## src/rtl/cntr_pkg.sv

```systemverilog
// Shared mode encodings for the parametrised up/down counter.
package cntr_pkg;

  typedef logic [1:0] cntr_mode_t;

  localparam cntr_mode_t MODE_DIR      = 2'b00;
  localparam cntr_mode_t MODE_PINGPONG = 2'b01;
  localparam cntr_mode_t MODE_HOLD     = 2'b10;

endpackage

```

## src/rtl/cntr_next_val.sv

```systemverilog
// Combinational next count/direction and event flags for one enabled step.
// Mode 11 and MODE_HOLD both hold; an out-of-range count snaps to MIN_VAL with wrap.
module cntr_next_val
  import cntr_pkg::*;
#(
  parameter int WIDTH    = 4,
  parameter int MIN_VAL  = 0,
  parameter int MAX_VAL  = 9,
  parameter int SATURATE = 0
) (
  input  logic [WIDTH-1:0] cnt,
  input  logic             dir,
  input  logic [1:0]       mode,
  input  logic             up_dn,
  output logic [WIDTH-1:0] next_cnt,
  output logic             next_dir,
  output logic             wrap_n,
  output logic             turn_n
);

  localparam logic [WIDTH:0] MIN_X = (WIDTH+1)'(MIN_VAL);
  localparam logic [WIDTH:0] MAX_X = (WIDTH+1)'(MAX_VAL);

  logic [WIDTH:0] cnt_x;
  logic [WIDTH:0] inc_x;
  logic [WIDTH:0] dec_x;
  logic           out_of_range;
  logic           below_max;
  logic           above_min;

  assign cnt_x = {1'b0, cnt};
  assign inc_x = cnt_x + 1'b1;
  assign dec_x = cnt_x - 1'b1;
  // inc_x <= MIN_X is cnt < MIN_VAL without a constant compare against zero
  assign out_of_range = (inc_x <= MIN_X) || (cnt_x > MAX_X);
  assign below_max    = cnt_x < MAX_X;
  assign above_min    = cnt_x > MIN_X;

  always_comb begin
    next_cnt = cnt;
    next_dir = dir;
    wrap_n   = 1'b0;
    turn_n   = 1'b0;
    case (cntr_mode_t'(mode))
      MODE_DIR: begin
        next_dir = up_dn;
        if (out_of_range) begin
          next_cnt = MIN_X[WIDTH-1:0];
          wrap_n   = 1'b1;
        end else if (up_dn) begin
          if (below_max) begin
            next_cnt = inc_x[WIDTH-1:0];
          end else begin
            wrap_n = 1'b1;
            if (SATURATE == 0) next_cnt = MIN_X[WIDTH-1:0];
          end
        end else begin
          if (above_min) begin
            next_cnt = dec_x[WIDTH-1:0];
          end else begin
            wrap_n = 1'b1;
            if (SATURATE == 0) next_cnt = MAX_X[WIDTH-1:0];
          end
        end
      end
      MODE_PINGPONG: begin
        if (out_of_range) begin
          next_cnt = MIN_X[WIDTH-1:0];
          wrap_n   = 1'b1;
        end else if (dir) begin
          if (below_max) begin
            next_cnt = inc_x[WIDTH-1:0];
          end else begin
            next_cnt = dec_x[WIDTH-1:0];
            next_dir = 1'b0;
            turn_n   = 1'b1;
          end
        end else begin
          if (above_min) begin
            next_cnt = dec_x[WIDTH-1:0];
          end else begin
            next_cnt = inc_x[WIDTH-1:0];
            next_dir = 1'b1;
            turn_n   = 1'b1;
          end
        end
      end
      default: begin
        next_cnt = cnt;
        next_dir = dir;
      end
    endcase
  end

endmodule

```

## src/rtl/param_updn_cntr.sv

```systemverilog
// Up/down counter with programmable range, wrap/saturate policy, load and ping-pong.
// All outputs registered; priority rst > load > enabled step > hold.
module param_updn_cntr
  import cntr_pkg::*;
#(
  parameter int WIDTH    = 4,
  parameter int MIN_VAL  = 0,
  parameter int MAX_VAL  = 9,
  parameter int SATURATE = 0
) (
  input  logic             slow_clk,
  input  logic             rst,
  input  logic             en,
  input  logic             up_dn,
  input  logic [1:0]       mode,
  input  logic             load,
  input  logic [WIDTH-1:0] load_val,
  output logic [WIDTH-1:0] cnt,
  output logic             dir,
  output logic             at_max,
  output logic             at_min,
  output logic             wrap,
  output logic             turn
);

  if (WIDTH < 2 || WIDTH > 16 || MIN_VAL < 0 || MIN_VAL >= MAX_VAL ||
      MAX_VAL > (2 ** WIDTH) - 1) begin : g_bad_params
    $error("param_updn_cntr: illegal WIDTH/MIN_VAL/MAX_VAL combination");
  end

  localparam logic [WIDTH:0] MIN_X = (WIDTH+1)'(MIN_VAL);
  localparam logic [WIDTH:0] MAX_X = (WIDTH+1)'(MAX_VAL);

  logic [WIDTH-1:0] next_cnt;
  logic             next_dir;
  logic             wrap_n;
  logic             turn_n;
  logic [WIDTH:0]   lv_x;
  logic [WIDTH:0]   lv_inc;
  logic [WIDTH-1:0] lv_clamped;
  logic [WIDTH-1:0] cnt_d;
  logic             dir_d;
  logic             wrap_d;
  logic             turn_d;

  cntr_next_val #(
    .WIDTH   (WIDTH),
    .MIN_VAL (MIN_VAL),
    .MAX_VAL (MAX_VAL),
    .SATURATE(SATURATE)
  ) u_next (
    .cnt     (cnt),
    .dir     (dir),
    .mode    (mode),
    .up_dn   (up_dn),
    .next_cnt(next_cnt),
    .next_dir(next_dir),
    .wrap_n  (wrap_n),
    .turn_n  (turn_n)
  );

  assign lv_x   = {1'b0, load_val};
  assign lv_inc = lv_x + 1'b1;

  always_comb begin
    lv_clamped = load_val;
    if (lv_inc <= MIN_X)     lv_clamped = MIN_X[WIDTH-1:0];
    else if (lv_x > MAX_X)   lv_clamped = MAX_X[WIDTH-1:0];
  end

  always_comb begin
    cnt_d  = cnt;
    dir_d  = dir;
    wrap_d = 1'b0;
    turn_d = 1'b0;
    if (load) begin
      cnt_d = lv_clamped;
    end else if (en) begin
      cnt_d  = next_cnt;
      dir_d  = next_dir;
      wrap_d = wrap_n;
      turn_d = turn_n;
    end
  end

  // Bound flags come from cnt_d so they line up with the registered cnt
  always_ff @(posedge slow_clk) begin
    if (rst) begin
      cnt    <= MIN_X[WIDTH-1:0];
      dir    <= 1'b1;
      at_max <= 1'b0;
      at_min <= 1'b1;
      wrap   <= 1'b0;
      turn   <= 1'b0;
    end else begin
      cnt    <= cnt_d;
      dir    <= dir_d;
      at_max <= ({1'b0, cnt_d} == MAX_X);
      at_min <= ({1'b0, cnt_d} == MIN_X);
      wrap   <= wrap_d;
      turn   <= turn_d;
    end
  end

endmodule

```

## config.mk

```make
export PLATFORM = sky130hd
export DESIGN_NAME = param_updn_cntr
export DESIGN_NICKNAME = d
export VERILOG_FILES = /design/src/rtl/cntr_pkg.sv /design/src/rtl/cntr_next_val.sv /design/src/rtl/param_updn_cntr.sv
export SDC_FILE = /design/constraint.sdc
export NUM_CORES = 1
export LEC_CHECK = 0
export ABC_CLOCK_PERIOD_IN_PS = 4400
export CELL_PAD_IN_SITES_DETAIL_PLACEMENT = 1
export CELL_PAD_IN_SITES_GLOBAL_PLACEMENT = 1
export CORE_AREA = 10 10 59 61
export DETAILED_ROUTE_END_ITERATION = 6
export DIE_AREA = 0 0 69 71
export GPL_TIMING_DRIVEN = 0
export PLACE_DENSITY_LB_ADDON = 0.1
export SYNTH_ARGS = -nofsm -noshare
export SYNTH_HDL_FRONTEND = slang
export SYNTH_HIERARCHICAL = 1
export SYNTH_SLANG_ARGS = --single-unit
export TNS_END_PERCENT = 30
```

## constraint.sdc

```tcl
create_clock -name slow_clk -period 4.4 [get_ports slow_clk]
set_clock_uncertainty 0.2 [all_clocks]
set_input_delay 0.44 -clock slow_clk [delete_from_list [all_inputs] [get_ports slow_clk]]
set_output_delay 0.44 -clock slow_clk [all_outputs]
set_load 0.01 [all_outputs]
```

=== Word level (Yosys, flattened, before mapping) ===
Index checks and enable logic that the tools add are counted.
Widths: inputs -> output; s select.

* Register bits: 9
* Bits of input ports: 11

* Add/subtract/negate cells: 3
* Magnitude comparators: 6
* Equal/unequal tests: 3
* Muxes and demuxes: 24
* Bitwise operators: 3
* Reductions and logical operators: 7

{| class="wikitable"
|+ Operators by type and width
! cell !! number
|-
| $mux 4 || 12
|-
| $add 4x1->5 const B || 2
|-
| $le 5x1->1 const B || 2
|-
| $mux 1 || 9
|-
| $gt 4x4->1 const B || 2
|-
| $pmux 4 s2 || 1
|-
| $reduce_or 5->1 || 1
|-
| $eq 4x4->1 const B || 1
|-
| $gt 4x1->1 const B || 1
|-
| $logic_not 4->1 || 1
|-
| $lt 4x4->1 const B || 1
|-
| $pmux 1 s2 || 2
|-
| $reduce_and 4->1 || 1
|-
| $sub 4x1->4 const B || 1
|-
| $not 1->1 || 3
|-
| $reduce_or 3->1 || 1
|-
| $eq 2x1->1 const B || 1
|-
| $logic_not 2->1 || 1
|-
| $ne 2x2->1 const B || 1
|-
| $reduce_bool 2->1 || 1
|-
| $logic_or 1x1->1 || 1
|}

=== Logic depth before layout (Yosys ltp) ===
Gate-level depths: netlist (run 1).

* Word-level depth: 8
* Depth in mapped cells: 10

=== Modules after synthesis ===
The synthesis (run 1) kept the hierarchy.

{| class="wikitable"
|+ Modules (own cells, without submodules)
! module !! instances !! cells each !! area an instance (um^2) !! seq. area each (um^2)
|-
| cntr_next_val || 1 || 71 || 454.2 || 0.0
|-
| param_updn_cntr || 1 || 38 || 396.6 || 180.2
|}

=== Worst setup path before layout (run 1) ===
Ideal clock, no wire load.

* Kind: register -> register
* Start: reg cnt[0]
* End: reg at_min
* Library setup time: 96 ps
* Arrival time: 2035 ps
* Setup slack: 2069 ps
* Cell stages (with the launch flop): 11
* Path buffers: 0
* Clock period less this slack: 2331 ps
* Cell sequence: dfxtp_1 -> inv_1 -> ha_1 -> nor3b_4 -> o22ai_2 -> nor2b_1 -> o21ai_0 -> o21ai_1 -> mux2i_1 -> o21ai_0 -> o41ai_2

* Word-level cells in the longest chain between the ends: 8

{| class="wikitable"
|+ RTL lines
! item !! RTL line !! RTL
|-
| start: declaration || param_updn_cntr.sv:18 || <nowiki>output logic [WIDTH-1:0] cnt,</nowiki>
|-
| start signal: assignment || param_updn_cntr.sv:89 || <nowiki>cnt <= MIN_X[WIDTH-1:0];</nowiki>
|-
| start signal: assignment || param_updn_cntr.sv:96 || <nowiki>cnt <= cnt_d;</nowiki>
|-
| $add 4x1->5, or another cell as far along || cntr_next_val.sv:32 || <nowiki>assign inc_x = cnt_x + 1'b1;</nowiki>
|-
| $le 5x1->1, or another cell as far along || cntr_next_val.sv:35 || <nowiki>assign out_of_range = (inc_x <= MIN_X) || (cnt_x > MAX_X);</nowiki>
|-
| $logic_or 1x1->1, or another cell as far along || cntr_next_val.sv:35 ||
|-
| $mux 4 (on tied branches) || cntr_next_val.sv:67, cntr_next_val.sv:47 ||
|-
| $pmux 4 s2 (*) || cntr_next_val.sv:44 || <nowiki>case (cntr_mode_t'(mode))</nowiki>
|-
| named net next_cnt[1] || param_updn_cntr.sv:34 || <nowiki>logic [WIDTH-1:0] next_cnt;</nowiki>
|-
| $mux 4 (*) || param_updn_cntr.sv:78 || <nowiki>end else if (en) begin</nowiki>
|-
| $mux 4 (*) || param_updn_cntr.sv:76 || <nowiki>if (load) begin</nowiki>
|-
| $logic_not 4->1 (*) || param_updn_cntr.sv:99 || <nowiki>at_min <= ({1'b0, cnt_d} == MIN_X);</nowiki>
|-
| end signal: assignment || param_updn_cntr.sv:99 ||
|-
| end: declaration || param_updn_cntr.sv:21 || <nowiki>output logic at_min,</nowiki>
|}

The timed path passes the listed nets; every way through them passes the cells marked *.
A chain may end at the register's enable or synchronous reset.

=== Final worst setup path (run 1) ===
Same ends and word-level chain as after synthesis.

==> results of run 1 <==
-- worst min-delay path, stage by stage, from the launching register on --
cell and delay, ps:
dfxtp_1 340, mux2i_1 80, nand2_1 60
-- worst paths after layout --
kind	start	to	slack, ps	cells after the start
worst max-delay path	cnt[0]$_SDFF_PP0_	at_min$_SDFF_PP1_	1670	10
worst min-delay path	dir$_SDFFE_PP1P_	dir$_SDFFE_PP1P_	300	2
worst max register to register	cnt[0]$_SDFF_PP0_	at_min$_SDFF_PP1_	1670	10
worst min register to register	dir$_SDFFE_PP1P_	dir$_SDFFE_PP1P_	300	2
-- layer usage --
layer  part of all wire  vias up
li1                   -      440
met1               0.45      421
met2               0.51       11
met3              0.029        4
met4             0.0083        0
met5                  0        -
-- flip-flops by register name, indices dropped and copies added, names as in the netlist --
register  flops
at_min        1
at_max        1
wrap          1
dir           1
turn          1
cnt           4
-- cell type report --
cell class,instances,area [sq um]
buffer,6,41.3
tap,30,37.5
inverter,7,26.3
sequential,9,180
timing repair buffer,18,180
fill,312,1290
clock buffer,4,26.3
multi-input combinational,87,603
-- kinds of logic (layout without fill, tap and decap cells) --
group,count (synthesis),in the layout,share of synthesized area
AO/OA/AOI/OAI,37,37,0.297
adder cells (fa/ha/maj),4,4,0.0588
XOR/XNOR,1,1,0.0103
flip-flops,9,9,0.212
AND/OR/NAND/NOR,39,39,0.266
multiplexers,6,6,0.0765
buffers and inverters,13,35,0.0794
-- cell usage in the layout, fill, tap and decap left out, types with 2 or more instances in the layout --
cell and count:
clkdlybuf4s50_1 18, nand2_1 9, dfxtp_1 9, o21ai_0 8, a21oi_1 8, inv_1 6
nor2_1 6, mux2i_1 5, nand2b_1 4, ha_1 4, buf_2 3, and2_1 3
o21a_1 3, nor3b_1 3, clkbuf_4 3, buf_6 2, nand3b_1 2, clkbuf_1 2
a21boi_0 2, nand3_1 2, o22ai_1 2, nor3_1 2, nor2b_1 2, o2bb2ai_1 2
-- through the flow --
step,power [mW],cells
after global placement,0.188,157
after detailed placement,0.189,157
after floorplan,0.154,109
final,0.250,161
after global routing,0.269,161
after CTS,0.252,161
-- power groups by stage --
| stage | Sequential, mW | Clock [mW] | Combinational, mW |
|---|---|---|---|
| floorplan | 0.0945 | 0 | 0.0592 |
| global placement | 0.0942 | 0 | 0.0934 |
| detailed placement | 0.0941 | 0 | 0.0949 |
| CTS | 0.0924 | 0.0632 | 0.0959 |
| global route | 0.0933 | 0.0692 | 0.106 |
| finish | 0.0921 | 0.0625 | 0.0959 |
==> flow_summary.json, run 1 <==
{
  "root_buffer": "clkbuf_4",
  "cp.required_ps": 4370,
  "gp_congestion": 0.784,
  "use_met1": 0.109,
  "p_leak_nw": 0.442,
  "seq_area_frac_synth": 0.212,
  "postSynth.asyncResetShare": 0,
  "grt_max_degree": 11,
  "whs_ps": 304,
  "ys_ff_latch": 9,
  "critical_path.top_delay_family": "compound AO/OA/AOI/OAI gates",
  "antenna_found_initial": 0,
  "first_pass_iters": 2,
  "yosysWarnings": 6,
  "slowest_stage": "dfxtp_1",
  "ios": 20,
  "fin_nets": 147,
  "status": "finished clean",
  "hold_buffers": 0,
  "routed_wl_um": 2530,
  "avgSynthCellArea_sq_um": 7.81,
  "p_int_uw": 166,
  "vdd_drop_max_mv": 0.172,
  "rsz0062_at_grt": "false",
  "pwr-share-comb": 0.383,
  "coreArea_sq_um": 2390,
  "port_buffers": 18,
  "utilization": 0.459,
  "max_stage_delay_ps": 510,
  "htreeDepth": 1,
  "cap_violations": 0,
  "hold_class": "flip-flop to flip-flop",
  "pwr_density_cell_nw_per_um2": 229,
  "vias": 876,
  "final_area_sq_um": 1090,
  "grt_use_met3": 0.0167,
  "grtUsageTotal": 0.0992,
  "fin_crit_sh": 0.620,
  "hold_viol": 0,
  "switching_share": 0.336,
  "start_util": 0.356,
  "ys_types": 43,
  "grt_pass1_vias": 979,
  "tns_ps": 0,
  "worst_slew_pin_slew_ps": 497,
  "viasPerCell": 5.44,
  "die_w_um": 69,
  "first_iter_violations": 54,
  "cts-buffers-inserted": 3,
  "postSynthCellCount": 109,
  "insertion_delay_ps": 260,
  "slew_headroom": 0.669,
  "critPathLaunchType": "flip-flop",
  "fin_ws_ps": 1670,
  "postSynthNetCount": 124,
  "drc": 0,
  "p_clk_frac": 0.250,
  "post-route-min-period_ps": 2730,
  "dieHeight_um": 71,
  "cts_resized": 0,
  "cts.path.max_buffers": 2,
  "die_area_sq_um": 4900,
  "wl_per_cell_um": 15.7,
  "grt.busiest_layer": "met2",
  "pwr-share-seq": 0.368,
  "synth-edff-count": 0,
  "path_buf_inv": 1,
  "synth_top_area_frac": 0.212,
  "path_class": "flip-flop to flip-flop",
  "dp_slack_ps": 1560,
  "cp-end-kind": "flip-flop",
  "crit_chain": "inv_1 > ha_1 > nand2b_1 > a21boi_0 > o22ai_1 > a211o_1 > o211ai_1 > mux2i_1 > o21ai_0 > o41ai_2",
  "cts_tree": "done",
  "ant_nets": 0,
  "use_met2": 0.189,
  "syn_area_sq_um": 851,
  "area_growth_pct": 28.7,
  "grt_first_pass_wirelength_um": 4330,
  "drive_above_1_share": 0.0992,
  "slew_viol_final": 0,
  "cp_max_fo": 10,
  "synthTopCellsByArea": "dfxtp_1 (21%), ha_1 (5.9%), mux2i_1 (5.9%)",
  "p_sw_uw": 84.2,
  "fmax_ghz": 0.367,
  "ys.flop_type": "dfxtp_1",
  "cts_sinks": 9,
  "grt-ovfl-total": 0,
  "antenna_cells": 0,
  "synthTopCellsByCount": "dfxtp_1 (9), nand2_1 (9), a21oi_1 (8), o21ai_0 (8)",
  "postPlaceCellArea_sq_um": 1070,
  "clkTransAtPathRegs_ps": 60,
  "cts_setup_buffers": 0,
  "netlist.top_cell.by_area": "dfxtp_1",
  "hpwl_um": 2000,
  "crit_arrival_ps": 2700,
  "rows": 18,
  "setup_viol": 0
}
(Power assumes the default switching activity.)
==> run 2, diff against run 1 <==
--- a/config.mk
+++ b/config.mk
@@ -5,12 +5,12 @@
 export SDC_FILE = /design/constraint.sdc
 export NUM_CORES = 1
 export LEC_CHECK = 0
-export ABC_CLOCK_PERIOD_IN_PS = 4400
+export ABC_CLOCK_PERIOD_IN_PS = 2500
 export CELL_PAD_IN_SITES_DETAIL_PLACEMENT = 1
 export CELL_PAD_IN_SITES_GLOBAL_PLACEMENT = 1
-export CORE_AREA = 10 10 59 61
+export CORE_AREA = 10 10 84 50
 export DETAILED_ROUTE_END_ITERATION = 6
-export DIE_AREA = 0 0 69 71
+export DIE_AREA = 0 0 94 60
 export GPL_TIMING_DRIVEN = 0
 export PLACE_DENSITY_LB_ADDON = 0.1
 export SYNTH_ARGS = -nofsm -noshare
==> constraint.sdc (replaced) <==
create_clock -name slow_clk -period 2.5 [get_ports slow_clk]
set_clock_uncertainty 0.2 [all_clocks]
set_input_delay 0.25 -clock slow_clk [delete_from_list [all_inputs] [get_ports slow_clk]]
set_output_delay 0.25 -clock slow_clk [all_outputs]
set_load 0.01 [all_outputs]
==> run 2 against run 1 <==
Against the previous run:
- wire length up 16%
- non-clock buffer count unchanged
- combinational power up 100%
- critical path type unchanged
- largest cell class unchanged
- largest power group unchanged
==> flow_summary.json, run 2 (synthesized netlist as in run 1, its figures left out) <==
{
  "status": "finished clean",
  "fillers": 342,
  "slew_viol_final": 0,
  "fin_nets": 147,
  "cap_violations": 0,
  "largest_reg_flops": 4,
  "rsz0062_at_grt": "true",
  "final_area_sq_um": 1190,
  "cts.path.max_buffers": 2,
  "cts_sinks": 9,
  "ios": 20,
  "holdPathStages": 3,
  "grt_first_pass_wirelength_um": 4750,
  "gp_congestion": 0.813,
  "die_area_sq_um": 5640,
  "cts-buffers-inserted": 3,
  "final_cell_mix": "clkdlybuf4s50_1 (18), nand2_1 (9), dfxtp_1 (7), a21oi_1 (7)",
  "met2_wirelength_um": 1270,
  "seq_area_sq_um": 183,
  "hold_viol": 0,
  "slew_headroom": 0.647,
  "grt_pass1_vias": 895,
  "routed_wl_um": 2940,
  "min_to": "wrap$_SDFF_PP0_",
  "critPathLaunchType": "flip-flop",
  "viasPerCell": 5.13,
  "insertion_delay_ps": 240,
  "path_class": "flip-flop to flip-flop",
  "grtUsageTotal": 0.109,
  "pwr_density_cell_nw_per_um2": 447,
  "r2r_start": "cnt[0]$_SDFF_PP0_",
  "start_util": 0.304,
  "grt_max_degree": 11,
  "postPlaceCellArea_sq_um": 1080,
  "drive_above_1_share": 0.214,
  "fin_crit_sh": 0.969,
  "vias": 878,
  "fmax_ghz": 0.413,
  "hold_class": "input pin to flip-flop",
  "rows": 14,
  "multi_input_area_sq_um": 662,
  "crit_arrival_ps": 2370,
  "ant_nets": 0,
  "cts_tree": "done",
  "worstHoldStart": "en",
  "first_pass_iters": 4,
  "antenna_cells": 0,
  "dieHeight_um": 60,
  "antenna_found_initial": 0,
  "reg2reg_slack_ps": 80,
  "vdd_drop_max_mv": 0.232,
  "cp_max_fo": 10,
  "root_buffer": "clkbuf_8",
  "htreeDepth": 1,
  "top_layer_used": "met4",
  "p_leak_nw": 0.468,
  "setup_viol": 0,
  "hpwl_um": 2380,
  "coreArea_sq_um": 2800,
  "wl_met1_um": 1520,
  "r2r_end": "at_min$_SDFF_PP1_",
  "worst_slew_pin_slew_ps": 525,
  "post-route-min-period_ps": 2420,
  "wl_met3_um": 100,
  "mostFrequentLayoutCell": "clkdlybuf4s50_1",
  "first_iter_violations": 52,
  "die_w_um": 94,
  "largest_register": "cnt",
  "area_growth_pct": 39.7,
  "port_buffers": 18,
  "clkTransAtPathRegs_ps": 50,
  "wl_per_cell_um": 17.2,
  "utilization": 0.424,
  "worstRegToRegCells": 9,
  "drc": 0,
  "grt-ovfl-total": 0,
  "cp-end-kind": "flip-flop",
  "cp.required_ps": 2440
}
-- run 2: worst max-delay path: stages (launching register included) --
cell and delay, ps:
dfxtp_2 430, ha_1 210, a21boi_0 320, o22ai_2 190, nor2b_2 230, o21ai_0 80
o21ai_1 80, mux2i_1 170, o21ai_2 110, o41ai_2 320
-- run 2: per-layer routing --
metal  vias up  track usage
met3         4       0.0313
met5         -            0
li1        438            -
met4         0       0.0452
met1       419        0.146
met2        17        0.160
-- run 2: layout make-up --
type,count,share of cell area
sequential,9,0.154
multi-input combinational,87,0.557
tap,40,0.0421
buffer,6,0.0347
clock inverter,1,0.00421
timing repair buffer,18,0.152
clock buffer,3,0.0347
inverter,7,0.0221
-- run 2: metrics by stage --
step | power [mW] | instances | setup TNS (ps) | setup WS (ps) | hold WS, ps
4_1_cts | 0.528 | 171 | 0 | 4.94 | 275
5_1_grt | 0.562 | 171 | -160 | -86.5 | 316
3_5_place_dp | 0.338 | 167 | -1260 | -358 | 292
6_report | 0.531 | 171 | 0 | 76.4 | 278
2_1_floorplan | 0.271 | 109 | 0 | 169 | 122
3_3_place_gp | 0.332 | 167 | -1030 | -352 | 303
-- run 2: how the worst max path moves through the flow --
| stage | from | end | slack [ps] | cells past startpoint |
|---|---|---|---|---|
| finish | cnt[0]$_SDFF_PP0_ | at_min$_SDFF_PP1_ | 80 | 9 |
| floorplan | cnt[0]$_SDFF_PP0_ | at_min$_SDFF_PP1_ | 170 | 10 |
| global route | cnt[3]$_SDFF_PP0_ | at_max$_SDFF_PP0_ | -90 | 9 |
| CTS | cnt[1]$_SDFF_PP0_ | at_min$_SDFF_PP1_ | 5 | 10 |
| global placement | cnt[0]$_SDFF_PP0_ | at_max$_SDFF_PP0_ | -350 | 10 |
| detailed placement | cnt[0]$_SDFF_PP0_ | at_max$_SDFF_PP0_ | -360 | 10 |
-- run 2: report_power, final --
group          total (mW)  switching [mW]  internal, mW  leakage [nW]
registers           0.164          0.0113         0.152        0.0745
clock network       0.176          0.0666         0.109        0.0255
logic               0.192           0.104        0.0879         0.368
-- run 2: what timing repair did --
| action | 4_1_cts | 5_1_grt |
|---|---|---|
| hold buffers | 0 | 0 |
| endpoints found under the setup margin | 6 | 6 |
| pin swaps | 1 | 0 |
| setup buffers | 0 | 0 |
| gates resized for setup | 9 | 8 |
